$ cat config.mk
export PLATFORM = sky130hd
export DESIGN_NAME = bram_row_reader
export DESIGN_NICKNAME = d
export VERILOG_FILES = /design/src/rtl/bram_row_reader.sv
export SDC_FILE = /design/constraint.sdc
export NUM_CORES = 1
export LEC_CHECK = 0
export ABC_AREA = 1
export BUFFER_PORTS_ARGS = -buffer_cell sky130_fd_sc_hd__buf_4
export CAP_MARGIN = 20
export CORE_ASPECT_RATIO = 0.75
export CORE_MARGIN = 3
export CORE_UTILIZATION = 35
export CTS_BUF_LIST = sky130_fd_sc_hd__clkbuf_8
export DETAILED_ROUTE_END_ITERATION = 8
export GPL_TIMING_DRIVEN = 0
export HOLD_SLACK_MARGIN = 0.05
export MAX_ROUTING_LAYER = met4
export SYNTH_ARGS = -nofsm -noshare
export SYNTH_HDL_FRONTEND = slang
export SYNTH_SLANG_ARGS = --single-unit
export TNS_END_PERCENT = 50
$ cat constraint.sdc
create_clock -name clkb -period 3.2 [get_ports clkb]
set_input_delay 0 -clock clkb [delete_from_list [all_inputs] [get_ports clkb]]
set_output_delay 0 -clock clkb [all_outputs]
set_load 0.05 [all_outputs]
$ cat src/rtl/bram_row_reader.sv
// Drains a window of image rows from BRAM port B and presents them as a valid/ready pixel stream.
// Optional feature macro: BRAM_ROW_READER_LAST_EN (per-row pix_last marker).
module bram_row_reader #(
   parameter int IMG_WIDTH = 640,
   parameter int BASE_ADDR = 0,
   parameter int ADDR_W    = 32,
   parameter int DATA_W    = 32
) (
   input  logic              clkb,
   input  logic              reset,
   input  logic              go,
   input  logic [2:0]        window,
   output logic              enb,
   output logic [ADDR_W-1:0] addrb,
   input  logic [DATA_W-1:0] doutb,
   output logic [DATA_W-1:0] pix_data,
   output logic              pix_valid,
   input  logic              pix_ready,
   output logic              pix_last,
   output logic              busy,
   output logic              done
);

   localparam int CNT_W = 13;

   localparam logic [1:0] S_IDLE  = 2'd0;
   localparam logic [1:0] S_READ  = 2'd1;
   localparam logic [1:0] S_DRAIN = 2'd2;
   localparam logic [1:0] S_DONE  = 2'd3;

   localparam logic [CNT_W-1:0]  COL_MAX   = CNT_W'(IMG_WIDTH - 1);
   localparam logic [ADDR_W-1:0] ADDR_BASE = ADDR_W'(BASE_ADDR);

   logic [1:0]        state;
   logic              go_q;
   logic [2:0]        rows;
   logic [CNT_W-1:0]  row;
   logic [CNT_W-1:0]  col;
   logic [CNT_W-1:0]  row_max;
   logic [ADDR_W-1:0] addr_q;
   logic              rd_vld_q;

   logic [DATA_W-1:0] fifo_dat [2];
   logic              wr_ptr;
   logic              rd_ptr;
   logic [1:0]        occ;
   logic [1:0]        occ_nxt;

   logic start;
   logic room;
   logic issue;
   logic last_col;
   logic last_rd;
   logic push;
   logic pop;

   assign start    = go & ~go_q & ((state == S_IDLE) | (state == S_DONE));
   // Words in the skid buffer plus the one on doutb never exceed two.
   assign room     = (occ == 2'd0) | ((occ == 2'd1) & ~rd_vld_q);
   assign issue    = (state == S_READ) & room;
   assign row_max  = CNT_W'(rows) - CNT_W'(1);
   assign last_col = (col == COL_MAX);
   assign last_rd  = issue & last_col & (row == row_max);

   // Returned data bypasses the buffer only when it is empty and the sink takes it.
   assign pop     = (occ != 2'd0) & pix_ready;
   assign push    = rd_vld_q & ~((occ == 2'd0) & pix_ready);
   assign occ_nxt = occ + {1'b0, push} - {1'b0, pop};

   always_ff @(posedge clkb or posedge reset) begin
      if (reset) begin
         state    <= S_IDLE;
         go_q     <= 1'b0;
         rows     <= 3'd0;
         row      <= '0;
         col      <= '0;
         addr_q   <= ADDR_BASE;
         rd_vld_q <= 1'b0;
      end else begin
         go_q     <= go;
         rd_vld_q <= issue;
         case (state)
            S_IDLE, S_DONE: begin
               if (start) begin
                  rows   <= window;
                  row    <= '0;
                  col    <= '0;
                  addr_q <= ADDR_BASE;
                  state  <= (window == 3'd0) ? S_DONE : S_READ;
               end
            end
            S_READ: begin
               if (issue) begin
                  if (last_col) begin
                     col <= '0;
                     row <= row + CNT_W'(1);
                  end else begin
                     col <= col + CNT_W'(1);
                  end
                  // Hold the final address so addrb never points past the frame.
                  if (last_rd) begin
                     state <= S_DRAIN;
                  end else begin
                     addr_q <= addr_q + ADDR_W'(1);
                  end
               end
            end
            S_DRAIN: begin
               if (occ_nxt == 2'd0) begin
                  state <= S_DONE;
               end
            end
            default: state <= S_IDLE;
         endcase
      end
   end

   always_ff @(posedge clkb or posedge reset) begin
      if (reset) begin
         occ         <= 2'd0;
         wr_ptr      <= 1'b0;
         rd_ptr      <= 1'b0;
         fifo_dat[0] <= '0;
         fifo_dat[1] <= '0;
      end else begin
         occ <= occ_nxt;
         if (push) begin
            fifo_dat[wr_ptr] <= doutb;
            wr_ptr           <= ~wr_ptr;
         end
         if (pop) begin
            rd_ptr <= ~rd_ptr;
         end
      end
   end

`ifdef BRAM_ROW_READER_LAST_EN
   logic rd_last_q;
   logic fifo_last [2];

   always_ff @(posedge clkb or posedge reset) begin
      if (reset) begin
         rd_last_q    <= 1'b0;
         fifo_last[0] <= 1'b0;
         fifo_last[1] <= 1'b0;
      end else begin
         rd_last_q <= issue & last_col;
         if (push) begin
            fifo_last[wr_ptr] <= rd_last_q;
         end
      end
   end

   assign pix_last = (occ != 2'd0) ? fifo_last[rd_ptr] : (rd_vld_q & rd_last_q);
`else
   assign pix_last = 1'b0;
`endif

   assign enb       = issue;
   assign addrb     = addr_q;
   assign pix_valid = (occ != 2'd0) | rd_vld_q;
   assign pix_data  = (occ != 2'd0) ? fifo_dat[rd_ptr] : (rd_vld_q ? doutb : '0);
   assign busy      = (state == S_READ) | (state == S_DRAIN);
   assign done      = (state == S_DONE);

endmodule

==> results by group, run 1 <==
Power and ir drop
  • Leak: 4.47 nW
  • Gate power share: 0.563
  • Reg power frac: 0.264
  • Final Power: 9.25 mW
  • Net load switching power: 4.65 mW
  • PwrDens: 982 nW/µm²
  • Sw Ratio: 0.503
  • Clk network pwr share: 0.173
  • Cell Int Power: 4.59 mW
  • Peak supply drop: 0.525 mV

Synthesis
  • Cell taking the most area after synthesis: dfrtp_1
  • Main area contributors after synthesis: dfrtp_1 45%, nand2_1 13%, nor2_1 8.3%, o21ai_0 6.2%, inv_1 4.6%
  • Post-synthesis cell area: 7380 µm²
  • Top-count cell post-synth: nand2_1
  • Post-synth EDFFs: 0
  • Yosys synthesis warning count: 0
  • Predominant post-synthesis flop cell: dfrtp_1
  • Synth unique cells: 34
  • Synthesized net count: 1,033
  • Commonest cells in the netlist: 262 x nand2_1, 163 x nor2_1, 133 x dfrtp_1
  • Asr flop ratio synth: 1.00
  • Syn avg cell area: 7.50 µm²
  • Seq cells post-synth: 133
  • Top-area cell type share of the netlist area: 0.451
  • Seq/Total Area, Yosys: 0.451
  • Mapped Cells: 984

Floorplanning
  • I/O pin count: 108
  • Initial core utilization: 0.360
  • Die area: 22,900 µm²
  • Chip width: 174 µm
  • Die Y: 132 µm
  • # rows: 45
  • Core area: 20,500 µm²

GRT
  • Pin count of the biggest net entering global routing: 38
  • GR Util met1: 0.291
  • Total gr overflow: 0
  • First-pass GRT wire length: 35.3 mm
  • Number of global-route vias before repair: 6,712
  • Met2 Track Usage GR: 0.265
  • Initial antenna violation count: 0
  • GR Util All Layers: 0.196
  • Gr busiest metal: met1
  • Grt met3 use: 0.0538

Cells and area
  • # diodes: 0
  • Layout cell share with drive strength beyond 1: 0.159
  • Fill cells: 2,056
  • Final net count: 1,199
  • Register area: 3330 µm²
  • Area of the multi-input gates: 3460 µm²
  • Fin area: 9420 µm²
  • Area grow syn2layout: 27.5%

Timing
  • Final Skew: 0.0154 ns
  • Worst-margin pin slew: 0.738 ns
  • Final Max Tran Viols: 0
  • Maximum clock rate: 407 MHz
  • Slew Limit Headroom: 0.507
  • Endpoints failing setup: 0
  • Period utilization: 0.769
  • Final setup margin: 0.740 ns
  • Setup_tns: 0 ns
  • Period minus WS final: 2.46 ns
  • Final hold vios: 0
  • RSZ-0062 raised after global routing: false

Detailed routing
  • Initial drt markers: 649
  • Number of vias per cell: 4.96
  • Remaining antenna violation count after routing: 0
  • Wire per inst: 14.9 µm
  • Routed WL: 21.5 mm
  • DRC: 0
  • Vias: 7,172
  • Drt first pass iters: 5

Worst hold path
  • Worst hold path type: in2reg

Worst setup path
  • Critical Path RT: 3.20 ns
  • Critical Path End Type: output pin
  • Max FO, Critical Path: 10
  • Critical path arrival: 2.46 ns
  • Startpoint types: register
  • Crit Path Category: reg2out

Clock tree
  • Post-cts resize count: 0
  • Root Driver: clkbuf_8
  • CTS tree: yes
  • Skew-Pair Late Insertion Delay: 0.46 ns
  • Clk slew on worst S/H paths: 0.09 ns
  • Cts bufs inserted: 17
  • Htree depth: 4
  • TritonCTS sink count: 133
  • Clock Tree Buf Depth: 2

Flow run
  • Max cap viols: 0

Placed design
  • I/O Buffers: 106
  • DP Worst Slack: 0.834 ns
  • Routability cong.: 0.979
  • Dpl hpwl: 15.6 mm
  • Post-DP Area: 8600 µm²

Status
  • Status: finished, final reports clean
[metal layers]
layer,vias to the layer above,part of all wire
met5,-,0
met4,0,0.0088
met3,20,0.070
met2,204,0.41
met1,3412,0.51
li1,3536,-
[logic make-up (layout without fill, tap and decap cells)]
group | after synthesis | count (layout) | synth area share
simple gates | 519 | 519 | 0.285
buf+inv | 135 | 314 | 0.0810
fa+ha+maj | 10 | 10 | 0.0169
compound gates | 163 | 163 | 0.138
other cells | 1 | 1 | 0.000508
flops | 133 | 133 | 0.451
xor+xnor | 23 | 23 | 0.0273
[sequential cells by signal (all words and copies together), names as in the netlist]
signal	cells
go_q	1
state	2
wr_ptr	1
rd_ptr	1
row	13
col	13
fifo_dat	64
addrb	32
occ	2
rd_vld_q	1
rows	3
[critical path: stages (launching register included)]
cell,delay (ns)
dfrtp_1,0.36
clkbuf_1,0.20
inv_1,0.20
clkbuf_1,0.43
nor2_1,0.08
o32ai_1,0.44
buf_4,0.29
[layout by cell type, fill, tap and decap left out, types with 3 or more instances in the layout]
master,count
inv_1,90
nor2_2,4
nor3_1,7
buf_12,7
inv_2,3
clkinv_4,4
o32ai_1,32
xnor2_1,10
clkinvlp_4,4
o21ai_0,92
o21ai_2,13
bufinv_16,4
buf_4,107
nand2_1,262
nand4_1,11
dlygate4sd3_1,38
nand3_1,60
clkbuf_1,22
dfrtp_1,133
buf_1,4
a21oi_1,10
a21o_1,11
nand2_2,5
ha_1,10
clkbuf_8,17
o31ai_1,3
nor2_1,163
buf_2,8
xor2_1,13
[power groups by stage]
stage / Sequential [mW] / Combinational, mW / Clock [mW]
CTS: 2.43 / 5.24 / 1.64
global placement: 2.45 / 5.13 / 0
detailed placement: 2.46 / 5.19 / 0
global route: 2.50 / 5.66 / 1.72
floorplan: 2.44 / 3.67 / 0
finish: 2.44 / 5.21 / 1.60
[final cells by class]
class,count,share of cell area
multi-input combinational,716,0.367
sequential,133,0.353
timing repair buffer,147,0.131
inverter,94,0.0379
tap,282,0.0375
buffer,41,0.0260
clock buffer,17,0.0248
clock inverter,15,0.0218
[path summary, 6_finish.rpt]
| check | from | endpoint | slack (ns) | depth (start not counted) |
|---|---|---|---|---|
| setup reg to reg | state[1] | addrb[27] | 0.79 | 12 |
| min in group asynchronous | reset | addrb[9] | 0.22 | 3 |
| hold / removal | go | go_q | 0.20 | 2 |
| setup / recovery | rd_ptr | pix_data[28] | 0.74 | 6 |
| hold reg to reg | fifo_dat[61] | fifo_dat[61] | 0.49 | 2 |
| max in group asynchronous | reset | row[3] | 2.09 | 5 |
[what timing repair did]
item | in CTS | in global routing
hold endpoints to repair | 100 | 0
hold buffers | 38 | 0
setup buffers | 0 | 0
[per-stage QoR]
stage | util | hold WS (ns) | instances
floorplan | - | 0.0314 | 984
CTS | 0.459 | 0.158 | 1445
global route | 0.459 | 0.159 | 1445
detailed placement | 0.419 | 0.120 | 1375
global placement | 0.417 | 0.120 | 1372
finish | 0.459 | 0.200 | 1445
Note: power is estimated with default switching activity, not from simulation.
==> run 2: changes to the inputs <==
clock period = 2 ns   (was 3.2 ns; I/O delays follow)
==> run 2 against run 1 <==
Against the previous run:
- the run now ends with negative setup slack left
- clock skew shrank 0.0011 ns
- combinational power up 96%
- setup slack lost 0.76 ns
- critical path depth rose by 5
- power is 81% higher
- final area is 7.7% higher
- sequential cell count did not move
- critical path type is now reg2reg
- largest cell class unchanged
==> results by group, run 2 (synthesized netlist as in run 1, its figures left out) <==
GRT
  • Pin count of the biggest net entering global routing: 38 (unchanged)
  • GR Util All Layers: 0.198 (+0.00165)
  • Initial antenna violation count: 0 (unchanged)
  • Number of global-route vias before repair: 6,779 (+1.0%)
  • First-pass GRT wire length: 35.7 mm (+0.88%)
  • Total gr overflow: 0 (unchanged)

Worst setup path
  • Startpoint types: register
  • Critical path arrival: 2.37 ns (-0.09 ns)
  • Buf/Inv on CP: 1 (-3)
  • Max FO, Critical Path: 6 (-4)
  • Critical path origin: occ[0]
  • R2R Path Start: occ[0]
  • Crit Path Category: reg2reg
  • Top cell by count, worst path: nand2_1
  • Crit-path leading delay family: simple AND/OR/NAND/NOR gates
  • Critical Path RT: 2.34 ns (-0.86 ns)
  • Crit-path cells: nor2_4, nand2_2, nand2_4, ha_4, inv_2, ha_4, nand3b_1, a21oi_2, nand2_1, nand2_1, nand2_1
  • CP max-delay cell: dfrtp_2
  • Critical Path End Type: register
  • CP max stage delay: 0.45 ns (about the same)

Timing
  • Setup_tns: -0.0366 ns (-0.0366 ns)
  • Final Skew: 0.0143 ns (-0.00113 ns)
  • Final Max Tran Viols: 0 (unchanged)
  • Slew Limit Headroom: 0.507 (about the same)
  • Endpoints failing setup: 2 (+2)
  • Maximum clock rate: 494 MHz
  • Worst-margin pin slew: 0.738 ns (+0.000408 ns)
  • RSZ-0062 raised after global routing: true
  • Period utilization: 1.01
  • Final hold vios: 0 (unchanged)
  • Period minus WS final: 2.02 ns
  • Final setup margin: -0.0223 ns (-0.763 ns)

Power and ir drop
  • Peak supply drop: 0.865 mV (+65%)
  • PwrDens: 1650 nW/µm² (+68%)
  • Leak: 4.72 nW (+5.7%)

Detailed routing
  • Remaining antenna violation count after routing: 0 (unchanged)
  • DRC: 0 (unchanged)
  • Number of vias per cell: 4.99 (+0.56%)
  • Drt first pass iters: 6 (+1)
  • Initial drt markers: 671 (+3.4%)
  • Routed WL: 22.6 mm (+5.1%)
  • Vias: 7,337 (+2.3%)
  • Wire per inst: 15.4 µm (+3.3%)

Status
  • Status: finished, violations left
  • Failing checks: negative setup slack

Cells and area
  • Final core occ: 0.495 (+0.0352)
  • Most frequent cells in the layout: 256 x nand2_1, 152 x nor2_1, 128 x dfrtp_1, 120 x buf_4, 90 x o21ai_0
  • Largest register FFs: 64 (unchanged)
  • Area of the multi-input gates: 3840 µm² (+11%)
  • Area grow syn2layout: 37.3%
  • Register area: 3330 µm² (+0.19%)
  • Largest Register: fifo_dat
  • Commonest non-fill, non-tap cell in the layout: nand2_1
  • # diodes: 0 (unchanged)
  • Fin area: 10,100 µm² (+7.7%)
  • Fill cells: 1,984 (-3.5%)
  • Final net count: 1,224 (+2.1%)
  • Layout cell share with drive strength beyond 1: 0.239 (+0.0800)

Clock tree
  • Cts bufs inserted: 17 (unchanged)
  • Root Driver: clkbuf_8
  • CTS tree: yes
  • Clk slew on worst S/H paths: 0.09 ns (about the same)
  • Skew-Pair Late Insertion Delay: 0.46 ns (about the same)
  • Htree depth: 4 (unchanged)
  • Clock Tree Buf Depth: 2 (unchanged)
  • TritonCTS sink count: 133 (unchanged)

Worst hold path
  • Worst hold path type: in2reg
  • Hold Crit Start: go

Placed design
  • I/O Buffers: 106 (unchanged)
  • Routability cong.: 0.979 (unchanged)
  • Post-DP Area: 8600 µm² (unchanged)
  • Dpl hpwl: 15.6 mm (unchanged)

Floorplanning
  • Core area: 20,500 µm² (unchanged)
  • # rows: 45 (unchanged)
  • Chip width: 174 µm (unchanged)
  • Die area: 22,900 µm² (unchanged)
  • Initial core utilization: 0.360 (unchanged)
  • I/O pin count: 108 (unchanged)
  • Die Y: 132 µm (unchanged)

Flow run
  • Max cap viols: 0 (unchanged)
run 2: cell types whose count changed in the layout (fill, tap and decap cells not counted), sizes merged:
cell | previous run | this run
clkbuf | 40 | 37
buf | 127 | 155
run 2: stage by stage:
| stage | hold WS (ns) | std cells | total power, mW | worst slack (ns) |
|---|---|---|---|---|
| 6_report | 0.201 | 1470 | 16.8 | -0.0223 |
| 5_1_grt | 0.151 | 1470 | 17.8 | -0.149 |
| 4_1_cts | 0.158 | 1450 | 15.3 | -0.0678 |
| 3_5_place_dp | 0.120 | 1375 | 12.2 | -0.366 |
| 3_3_place_gp | 0.120 | 1372 | 12.1 | -0.698 |
| 2_1_floorplan | 0.0314 | 984 | 9.76 | -0.444 |
run 2: cell type report:
cell class	instances	share of cell area
multi-input cells	716	0.378
flip-flops and latches	133	0.329
repair buffers	173	0.150
inverters	94	0.0354
well taps	282	0.0348
plain buffers	40	0.0286
clock buffers	17	0.0231
clock inverters	15	0.0202
run 2: worst paths after layout:
kind | endpoint | cells past startpoint | slack, ns
hold reg to reg | fifo_dat[21] | 2 | 0.49
setup / recovery | state[1] | 11 | -0.02
min in group asynchronous | addrb[9] | 3 | 0.23
setup reg to reg | state[1] | 11 | -0.02
hold / removal | go_q | 2 | 0.20
max in group asynchronous | state[1] | 5 | 0.87
run 2: per-layer routing:
| layer | track usage | routed length, µm | share of wire |
|---|---|---|---|
| met4 | 0.0491 | 146 | 0.0065 |
| met5 | - | 0 | 0 |
| met2 | 0.269 | 9670 | 0.43 |
| met3 | 0.0461 | 1440 | 0.064 |
| met1 | 0.295 | 11300 | 0.50 |
run 2: power by group:
part / switching [mW] / total (mW) / internal, mW
Sequential: 0.511 / 3.96 / 3.44
Clock: 1.19 / 2.55 / 1.37
Combinational: 6.44 / 10.2 / 3.80
Total: 8.14 / 16.8 / 8.62
run 2: repair_timing:
item / in CTS / in global routing
hold buffers: 38 / 0
endpoints found under the setup margin: 88 / 83
pin swaps: 2 / 20
setup buffers: 6 / 19
gates cloned: 0 / 1
hold endpoints to repair: 100 / 0
resized for setup: 37 / 90
==> run 3: changes to the inputs <==
BUFFER_PORTS_ARGS = not set   (was -buffer_cell sky130_fd_sc_hd__buf_4)
DONT_BUFFER_PORTS = 1   (was not set)
==> run 3 against run 2 <==
Against the previous run:
- the flow still finishes with violations (negative setup slack)
- cell count fell by 7.1%
- global-route usage rose by 0.18 points
- clock power fell by 8.6%
- final area fell by 2.8%
- via count fell by 4.9%
- first-iteration DRC count rose by 1.9%
- register-to-register slack got worse by 0.19 ns
- worst hold slack got worse by 0.12 ns
- setup slack got worse by 0.19 ns
- critical path type unchanged
- critical endpoint is now addrb[18]
- largest power group unchanged
==> results by group, run 3 (synthesized netlist as in run 1, its figures left out) <==
Power and ir drop
  • PwrDens: 1760 nW/µm² (+6.6%)
  • Peak supply drop: 0.636 mV (-26%)
  • Final Power: 17.4 mW (+3.6%)
  • Leak: 4.32 nW (-8.5%)

Clock tree
  • Cts bufs inserted: 17 (unchanged)
  • Clock Tree Buf Depth: 2 (unchanged)
  • TritonCTS sink count: 133 (unchanged)
  • Htree depth: 4 (unchanged)
  • Skew-Pair Late Insertion Delay: 0.45 ns (about the same)
  • CTS tree: yes
  • Clk slew on worst S/H paths: 0.08 ns (about the same)
  • Root Driver: clkbuf_8

Worst setup path
  • Startpoint types: register
  • Critical Path RT: 2.39 ns (+0.05 ns)
  • Critical path arrival: 2.60 ns (+0.23 ns)
  • Critical Path End Type: register
  • Crit Path Category: reg2reg
  • Max FO, Critical Path: 7 (+1)

Detailed routing
  • Initial drt markers: 684 (+1.9%)
  • Wire per inst: 16.6 µm (+7.9%)
  • Remaining antenna violation count after routing: 0 (unchanged)
  • Vias: 6,978 (-4.9%)
  • Number of vias per cell: 5.11 (+2.3%)
  • Routed WL: 22.6 mm (+0.27%)
  • Drt first pass iters: 6 (unchanged)
  • DRC: 0 (unchanged)

GRT
  • Met2 Track Usage GR: 0.288 (+0.0185)
  • Number of global-route vias before repair: 6,580 (-2.9%)
  • Grt met3 use: 0.0486 (+0.00259)
  • Initial antenna violation count: 0 (unchanged)
  • Gr busiest metal: met2
  • GR Util All Layers: 0.200 (+0.00180)
  • First-pass GRT wire length: 36.0 mm (+1.0%)
  • Pin count of the biggest net entering global routing: 40 (+5.3%)
  • GR Util met1: 0.285 (-0.0101)
  • Total gr overflow: 0 (unchanged)

Floorplanning
  • Die Y: 132 µm (unchanged)
  • Die area: 22,900 µm² (unchanged)
  • Core area: 20,500 µm² (unchanged)
  • Chip width: 174 µm (unchanged)
  • I/O pin count: 108 (unchanged)
  • # rows: 45 (unchanged)
  • Initial core utilization: 0.360 (unchanged)

Cells and area
  • Final core occ: 0.481 (-0.0139)
  • Most frequent cells in the layout: 250 x nand2_1, 159 x nor2_1, 125 x dfrtp_1, 85 x inv_1, 73 x o21ai_0
  • Final net count: 1,120 (-8.5%)
  • Non-filler cells, final: 1,366 (-7.1%)
  • Register area: 3340 µm² (+0.19%)
  • Commonest non-fill, non-tap cell in the layout: nand2_1
  • Layout cell share with drive strength beyond 1: 0.181 (-0.0582)
  • Largest Register: fifo_dat
  • Area of the multi-input gates: 4230 µm² (+10%)
  • Fill cells: 1,924 (-3.0%)
  • Area grow syn2layout: 33.4%
  • Largest register FFs: 64 (unchanged)
  • # diodes: 0 (unchanged)

Status
  • Status: finished, violations left
  • Failing checks: negative setup slack

Timing
  • Hold WS: 0.0810 ns (-0.120 ns)
  • Final Skew: 0.0181 ns (+0.00374 ns)
  • Period utilization: 1.11 (+0.0958)
  • Worst-margin pin slew: 0.691 ns (-0.0474 ns)
  • Endpoints failing setup: 54 (+52)
  • Maximum clock rate: 452 MHz (-8.7%)
  • RSZ-0062 raised after global routing: true
  • Final hold vios: 0 (unchanged)
  • Final Max Tran Viols: 0 (unchanged)
  • Slew Limit Headroom: 0.539 (+0.0326)
  • Period minus WS final: 2.21 ns (+0.192 ns)
  • Final setup margin: -0.214 ns (-0.192 ns)
  • Setup_tns: -7.56 ns (-7.52 ns)

Placed design
  • Cell total after placement: 1,271 (-7.6%)
  • I/O Buffers: 0 (-100%)
  • Routability cong.: 0.974 (-0.52%)
  • Dpl hpwl: 15.1 mm (-3.1%)

Worst hold path
  • Worst hold path type: in2async

Flow run
  • Max cap viols: 0 (unchanged)
run 3: changes by cell type in the layout (fill, tap and decap cells not counted), sizes merged:
| cell | before | now |
|---|---|---|
| clkinv | 6 | 7 |
| inv | 95 | 92 |
| bufinv | 4 | 2 |
| clkinvlp | 4 | 5 |
| buf | 155 | 50 |
| clkbuf | 37 | 41 |
run 3: per-stage QoR:
step / area [µm²] / setup slack [ns]
detailed placement: 8060 / -0.565
CTS: 9480 / -0.143
global route: 9850 / -0.333
finish: 9850 / -0.214
floorplan: 7390 / -0.444
global placement: 7740 / -1.07
run 3: what timing repair did:
item                                    in CTS  in global routing
hold endpoints to repair                   168                  0
buffers inserted                            13                  6
cloned                                       1                  6
pin swaps                                   14                 19
resized for setup                          112                 76
hold buffers                                38                  0
endpoints found under the setup margin      93                120
run 3: final timing paths:
path                       slack, ns          from            to  cells past startpoint
setup / recovery               -0.21      state[0]     addrb[18]                     15
hold / removal                  0.08         reset     addrb[10]                      2
setup reg to reg               -0.21      state[0]     addrb[18]                     15
hold reg to reg                 0.49  fifo_dat[38]  fifo_dat[38]                      2
max in group asynchronous       1.06         reset        rd_ptr                      4
min in group clkb               0.13            go          go_q                      1
run 3: area by class of cell:
type / instances / area share
buffer: 40 / 0.0364
inverter: 94 / 0.0383
clock buffer: 20 / 0.0279
timing repair buffer: 69 / 0.0799
clock inverter: 12 / 0.0131
multi-input combinational: 716 / 0.429
tap: 282 / 0.0358
sequential: 133 / 0.339
run 3: critical path, cell delays in order (launching register included):
cell and delay (ns):
dfrtp_1 0.41, buf_4 0.14, ha_4 0.12, buf_6 0.12
inv_8 0.05, nor2_4 0.11, buf_12 0.15, clkbuf_2 0.13
nand3_2 0.10, nor2_2 0.14, nand2_2 0.11, nand2_8 0.11
buf_12 0.15, clkbuf_16 0.16, nand2_1 0.06, o21ai_2 0.08
run 3: layer usage:
metal / vias up / part of all wire / wire length [µm]
met3: 18 / 0.071 / 1610
met1: 3367 / 0.48 / 10900
met4: 0 / 0.011 / 258
li1: 3370 / - / -
met5: - / 0 / 0
met2: 223 / 0.44 / 9910
run 3: report_power, final:
group	internal [mW]	switching, mW	total, mW
clock	1.20	1.13	2.33
sequential	3.45	0.587	4.03
combinational	4.01	6.98	11.0
